## src/rtl/bishop.sv

```systemverilog
// bishop: fetches a board over Avalon-MM, writes one board per legal bishop move, counts them
module bishop (
  input  logic        clk,
  input  logic        rst_n,
  output logic        slave_waitrequest,
  input  logic [3:0]  slave_address,
  input  logic        slave_read,
  output logic [31:0] slave_readdata,
  input  logic        slave_write,
  input  logic [31:0] slave_writedata,
  input  logic        master_waitrequest,
  output logic [31:0] master_address,
  output logic        master_read,
  input  logic [31:0] master_readdata,
  input  logic        master_readdatavalid,
  output logic        master_write,
  output logic [31:0] master_writedata
);
  typedef enum logic [2:0] {IDLE, FETCH, FWAIT, CHECK, SCAN, EMIT, DONE} state_t;
  state_t state;
  logic [31:0] src, dst;
  logic [2:0] x, y, cx, cy;
  logic [3:0] count;
  logic signed [7:0] board [64];
  logic signed [7:0] piece, tv;
  logic [5:0] idx, tgt, nidx;
  logic [1:0] dir;
  logic cont, busy, off;
  logic [4:0] nx, ny;
  logic unused_bits;
  assign unused_bits = ^master_readdata[31:8];
  assign busy = state != IDLE && state != DONE;
  // Host stalls only for a count read or any write while the engine runs
  always_comb begin
    slave_waitrequest = (slave_read && slave_address == 4'd0 && busy) || (slave_write && busy);
    slave_readdata = !slave_read ? 32'd0 :
                     slave_address == 4'd0 ? {28'd0, count} :
                     slave_address == 4'd1 ? src :
                     slave_address == 4'd2 ? dst :
                     slave_address == 4'd3 ? {29'd0, x} :
                     slave_address == 4'd4 ? {29'd0, y} : 32'd0;
  end
  // Next square along the current ray; 5-bit math makes -1 and 8 visible as off-board
  always_comb begin
    nx = {2'b00, cx} + (dir[0] ? 5'h1f : 5'h01);
    ny = {2'b00, cy} + (dir[1] ? 5'h1f : 5'h01);
    off = (|nx[4:3]) | (|ny[4:3]);
    nidx = {ny[2:0], nx[2:0]};
    tv = board[nidx];
  end
  function automatic logic [31:0] sq_data(input logic [5:0] i, input logic [5:0] t);
    logic signed [7:0] v;
    v = (i == {y, x}) ? 8'sd0 : (i == t) ? piece : board[i];
    return {{24{v[7]}}, v};
  endfunction
  // Control FSM: fetch, scan rays, emit boards
  always_ff @(posedge clk or negedge rst_n) begin
    if (!rst_n) begin
      state <= IDLE;
      src <= '0;
      dst <= '0;
      x <= '0;
      y <= '0;
      cx <= '0;
      cy <= '0;
      count <= '0;
      piece <= '0;
      idx <= '0;
      tgt <= '0;
      dir <= '0;
      cont <= 1'b0;
      master_read <= 1'b0;
      master_write <= 1'b0;
      master_address <= '0;
      master_writedata <= '0;
      for (int i = 0; i < 64; i++) board[i] <= '0;
    end else begin
      case (state)
        IDLE, DONE: if (slave_write) begin
          if (slave_address == 4'd0) begin
            state <= FETCH;
            idx <= '0;
            count <= '0;
            master_read <= 1'b1;
            master_address <= src;
          end
          if (slave_address == 4'd1) src <= slave_writedata;
          if (slave_address == 4'd2) dst <= slave_writedata;
          if (slave_address == 4'd3) x <= slave_writedata[2:0];
          if (slave_address == 4'd4) y <= slave_writedata[2:0];
        end
        FETCH: if (!master_waitrequest) begin
          master_read <= 1'b0;
          state <= FWAIT;
        end
        FWAIT: if (master_readdatavalid) begin
          board[idx] <= master_readdata[7:0];
          idx <= idx + 6'd1;
          if (idx == 6'd63) state <= CHECK;
          else begin
            master_read <= 1'b1;
            master_address <= src + {26'd0, idx} + 32'd1;
            state <= FETCH;
          end
        end
        CHECK: begin
          piece <= board[{y, x}];
          dir <= '0;
          cx <= x;
          cy <= y;
          state <= board[{y, x}] == 8'sd0 ? DONE : SCAN;
        end
        SCAN: if (off || (tv != 8'sd0 && tv[7] == piece[7])) begin
          if (dir == 2'd3) state <= DONE;
          else begin
            dir <= dir + 2'd1;
            cx <= x;
            cy <= y;
          end
        end else begin
          tgt <= nidx;
          cont <= tv == 8'sd0;
          cx <= nx[2:0];
          cy <= ny[2:0];
          idx <= '0;
          master_write <= 1'b1;
          master_address <= dst + {22'd0, count, 6'd0};
          master_writedata <= sq_data(6'd0, nidx);
          state <= EMIT;
        end
        EMIT: if (!master_waitrequest) begin
          if (idx == 6'd63) begin
            master_write <= 1'b0;
            count <= count + 4'd1;
            if (cont) state <= SCAN;
            else if (dir == 2'd3) state <= DONE;
            else begin
              dir <= dir + 2'd1;
              cx <= x;
              cy <= y;
              state <= SCAN;
            end
          end else begin
            idx <= idx + 6'd1;
            master_address <= master_address + 32'd1;
            master_writedata <= sq_data(idx + 6'd1, tgt);
          end
        end
        default: state <= IDLE;
      endcase
    end
  end
endmodule

```

## config.mk

```make
export PLATFORM = sky130hd
export DESIGN_NAME = bishop
export DESIGN_NICKNAME = d
export VERILOG_FILES = /design/src/rtl/bishop.sv
export SDC_FILE = /design/constraint.sdc
export NUM_CORES = 2
export LEC_CHECK = 0
export CORE_MARGIN = 1
export CORE_UTILIZATION = 60
export DETAILED_ROUTE_END_ITERATION = 6
export HOLD_SLACK_MARGIN = 0.06
export PLACE_DENSITY = 0.85
export REMOVE_ABC_BUFFERS = 1
export SLEW_MARGIN = 0
export SYNTH_ARGS = -nofsm -noshare
export SYNTH_HDL_FRONTEND = slang
export SYNTH_SLANG_ARGS = --single-unit
export TNS_END_PERCENT = 10
```

## constraint.sdc

```tcl
create_clock -name clk -period 5.65 [get_ports clk]
set_clock_uncertainty 0.1 [all_clocks]
set_input_delay 1.4125 -clock clk [delete_from_list [all_inputs] [get_ports clk]]
set_output_delay 1.4125 -clock clk [all_outputs]
set_load 0.03 [all_outputs]
```

# Word level (Yosys, flattened, before mapping)
# Cells that the tools add are included.
# word_totals
wordCells	257
out_inout_bits	99
input_bits	74
reg_bits	684
# op_classes
n_bitwise	6
n_eq_ne	28
addsub	9
muxes	89
reduce_logical	39
n_lt_le_gt_ge	5
# op_table
operator	n
512-bit bitwise mux	1
32-bit two-way mux	14
8-bit binary-select mux with 6-bit select	3
32-bit one-hot mux with 4 select lines	1
8-bit two-way mux	11
32-bit by 1-bit adder with 32-bit output, second input constant	2
32-bit one-hot mux with 2 select lines	1
3-bit two-way mux	20
8-bit demux with 6-bit select	1
6-bit two-way mux	6
32-bit by 10-bit adder with 32-bit output	1
32-bit by 6-bit adder with 32-bit output	1
7-bit >= comparator, second input constant	4
6-bit NOT with 7-bit output	4
6-bit one-hot mux with 4 select lines	1
2-bit inequality test, second input constant	11
2-bit two-way mux	9
3-bit one-hot mux with 3 select lines	2
3-bit one-hot mux with 6 select lines	1
8-bit zero test	2
4-bit two-way mux	4
7-bit AND reduction	2
6-bit == test	2
6-bit zero test	2
other kinds (38)	70

# Depth between registers and ports, before layout
# depth
depth_word	11
depth_mapped	18
depth_no_buf	13

# Worst setup path after synthesis
# OpenSTA, ideal clock, no wires.
# synth_timing
path_kind	input port to output port
startpoint	in slave_address[0]
endpoint	out slave_readdata[21]
arrival_ns	3.181
stages	7
required_time_ns	4.138
n_path_buf	3
path_slack_ns	0.956
cell_sequence	clkbuf_1 > nor2b_1 > and2_1 > clkbuf_1 > buf_1 > a22oi_1 > nor2_1
# synth_between
elab_chain_cells	5
elab_cells_between_ends	7
cone_classes	2 x eq/ne; 4 x mux; 1 x reduce/logical
# synth_lines
item	line	source
start, declared	6	input logic [3:0] slave_address,
4-bit by 2-bit == test with 1-bit output	39	slave_address == 4'd2 ? dst :
32-bit two-way mux	39	
32-bit two-way mux	38	slave_address == 4'd1 ? src :
32-bit two-way mux *	37	slave_address == 4'd0 ? {28'd0, count} :
32-bit two-way mux *	36	slave_readdata = !slave_read ? 32'd0 :
end, declared	8	output logic [31:0] slave_readdata,
# Mark *: on every way between the ends. The rest lies on a longest branch, timed or not.

# Worst setup path in the final report
# layout_timing
startpoint	reg cx[0]
endpoint	reg master_address[10]
# layout_between
elab_chain_cells	10
elab_cells_between_ends	13
cone_classes	1 x add/sub; 2 x eq/ne; 3 x mux; 2 x bitwise; 5 x reduce/logical
# layout_lines
item	line	source
start, declared	22	logic [2:0] x, y, cx, cy;
start signal, assigned	123	cx <= nx[2:0];
3-bit by 5-bit adder with 5-bit output *	45	nx = {2'b00, cx} + (dir[0] ? 5'h1f : 5'h01);
named net nx[1]	29	logic [4:0] nx, ny;
6-bit NOT with 7-bit output (not written as such) *	49	tv = board[nidx];
8-bit binary-select mux with 6-bit select *	49	
8-bit two-way mux (not written as such) * (2 in a row)	49	
8-bit nonzero test or 1-bit == test (tied branches)	113	SCAN: if (off || (tv != 8'sd0 && tv[7] == piece[7])) begin
1-bit logical AND *	113	
1-bit logical OR *	113	
2-bit inequality test (no source line) *	--	
8-bit AND reduction (no source line) *	--	
end signal, assigned	102	master_address <= src + {26'd0, idx} + 32'd1;
end signal, assigned	127	master_address <= dst + {22'd0, count, 6'd0};
end signal, assigned	145	master_address <= master_address + 32'd1;
end, declared	12	output logic [31:0] master_address,
# Mark *: on every way through the listed nets, which the timed path passes. The rest lies on a longest branch. The select of a mux whose other input is x is not followed.
# A chain may end at the register's enable or synchronous reset.

==> results.ini <==
[outcome]
outcome=finished with violations
violations=design-rule violations

[die]
dieArea_um2=67800
die_w_um=260
fp.dieH_um=260
ios=173
rows=94
core_um2=65900
initial_utilization_pct=60.8

[grt]
grt-ovfl-total=0
grt_max_degree=116
grt_use_total_pct=38.3
grt_pass1_vias=30700
antenna_found_initial=8
grt_pass1_wl_mm=194

[routing]
drc=1
wl_per_cell_um=31.4
drtPass1Iterations=7
ant_nets=0
drt_iter0_markers=4121
routed_wl_mm=127
num_vias=30300
avgViaCountPerCell=7.50

[timing]
tns_ns=0
rsz0062_at_grt=no
finalHoldViolCount=0
setup_viol_count_final=0
slew_headroom_pct=16.6
fin_crit_ns=5.41
fin_crit_sh_pct=95.8
tightestPinTransition_ns=1.25
fmaxAchievable_mhz=185
slew_viol_final=0

[clock_tree]
htree_levels=3
cts_resized=0
cts_root_buffer=clkbuf_16
hold_buffers=0
clock_path_buffers=3
postCtsSetupRepairBufs=0
cts_tree=yes
cts.sinks=660
numCtsBuffers=72
clock_latency_ns=0.66
clkTransAtPathRegs_ns=0.06

[power_and_ir_drop]
ir_drop_mv=0.359
cellPowerDensity_nw_per_um2=460
leakagePower_nw=19.3

[finish]
area_growth_pct=11.7
drive_gt1_share_pct=39.5
n_fill_cell=4422
final_area_um2=44700
final_cell_count_no_fill=4044
layout.nets=3219

[logic_synthesis]
synth_top_area_cell=dfrtp_1
synth_seq_cells=660
synth_warnings=0
syn_area_um2=40100
synth.avg_cell_area_um2=13.0
ys_top_cells_by_area=dfrtp_1, mux4_2, mux2_2
seq_area_frac_synth_pct=41.2
synthTopCellsByCount=dfrtp_1, mux2_2, mux4_2
ys.flop_type=dfrtp_1
yosys.cell_types.count=83
async_reset_ff_share_pct=100
synthCells=3072
synth_edf_count=0
synth.most_common_cell=dfrtp_1
synth_top_area_share_pct=41.2

[place]
placed_cell_area_um2=42300
io_buffers=148
hpwl_mm=84.3
dpl.cell_count=3910
place.gp.congestion=0.987

[setup_path]
worstPathArrival_ns=5.81
startpoint_type=flip-flop
crit_path_end_kind=flip-flop
critPathKind=flip-flop to flip-flop
required_ns=6.04
crit_fanout=22

[worst_hold_path]
hold_class=flip-flop to flip-flop

[run]
drv_cap=0

[routing by layer]
metal | GRT usage [%] | vias up | routed length (um)
li1 | - | 12100 | -
met1 | 47.5 | 15300 | 42900
met2 | 58.0 | 2349 | 57700
met3 | 12.6 | 608 | 16600
met4 | 24.9 | 4 | 9760
met5 | 0 | - | 31
[flip-flops by register name, summed over array words and instances, names as in the netlist]
name              count
y                     3
cont                  1
dir                   2
tgt                   6
cx                    3
idx                   6
state                 3
master_write          1
piece                 8
master_address       32
x                     3
dst                  32
master_read           1
master_writedata      8
cy                    3
src                  32
board               512
count                 4
[layout make-up]
cell class	instances	area, um^2	area share (%)
Sequential cell	660	16500	37.0
Inverter	21	78.8	0.176
Clock buffer	99	2080	4.64
Multi-Input combinational cell	2128	22300	49.9
Tap cell	864	1080	2.42
Timing Repair Buffer	237	2300	5.13
Clock inverter	28	352	0.786
Antenna cell	7	17.5	0.0391
[stage by stage]
stage	utilization, %	power (mW)	hold slack [ns]	setup slack, ns
finish	67.9	20.6	0.422	0.235
detailed placement	64.2	15.3	0.399	0.504
global route	67.9	21.2	0.441	0.154
floorplan	-	11.9	0.351	-4.48
global placement	64.2	15.1	0.391	0.518
CTS	67.9	20.2	0.416	0.442
[kinds of logic (layout without fill, tap and decap cells)]
| logic type | after synthesis | in the layout | share of synthesized area, % |
|---|---|---|---|
| mux | 1009 | 1009 | 38.9 |
| flops | 660 | 660 | 41.2 |
| simple gates | 623 | 623 | 7.38 |
| compound gates | 401 | 401 | 6.81 |
| buf+inv | 284 | 385 | 3.23 |
| xor+xnor | 70 | 70 | 1.60 |
| fa+ha+maj | 25 | 25 | 0.856 |
| other cells | 0 | 7 | 0 |
[power by group]
part	switching, mW	total (mW)	internal [mW]
combinational	5.67	9.40	3.74
sequential	1.02	6.27	5.24
clock	2.05	4.91	2.86
total	8.74	20.6	11.8
[cells in the final DEF (no fill, tap or decap), types with 37 or more instances in the layout]
master / synthesis / final
mux2_2: 610 / 610
clkbuf_16: 0 / 74
nand3_1: 39 / 39
mux4_2: 372 / 372
nor3_1: 66 / 66
clkdlybuf4s50_1: 0 / 107
nand2_1: 158 / 158
a21oi_1: 63 / 63
o21ai_0: 95 / 95
dfrtp_1: 660 / 653
a22oi_1: 37 / 37
nor2_1: 190 / 189
buf_4: 27 / 100
nor4_1: 45 / 45
[critical path, cell delays in order, from the launching register on]
cell	delay [ns]
dfrtp_4	0.49
fa_4	1.23
buf_4	0.38
nor3_1	0.11
a21oi_1	0.33
a2111oi_4	0.13
nor4_1	0.58
buf_4	0.23
a2111oi_2	0.04
a22o_2	0.27
a21oi_2	0.34
o21a_1	0.28
or2_1	0.35
buf_4	0.28
o22ai_1	0.11
[path summary, 6_finish.rpt]
| path | startpoint | endpoint | slack, ns | cells after the start |
|---|---|---|---|---|
| min reg2reg | piece[4] | piece[4] | 0.42 | 1 |
| max | cx[0] | master_address[10] | 0.24 | 14 |
| min in group asynchronous | rst_n | src[8] | 0.69 | 1 |
| max reg2reg | cx[0] | master_address[10] | 0.24 | 14 |
| max in group asynchronous | rst_n | board[210] | 3.44 | 2 |
| min | piece[4] | piece[4] | 0.42 | 1 |
Power figures use the tool's default switching activity.
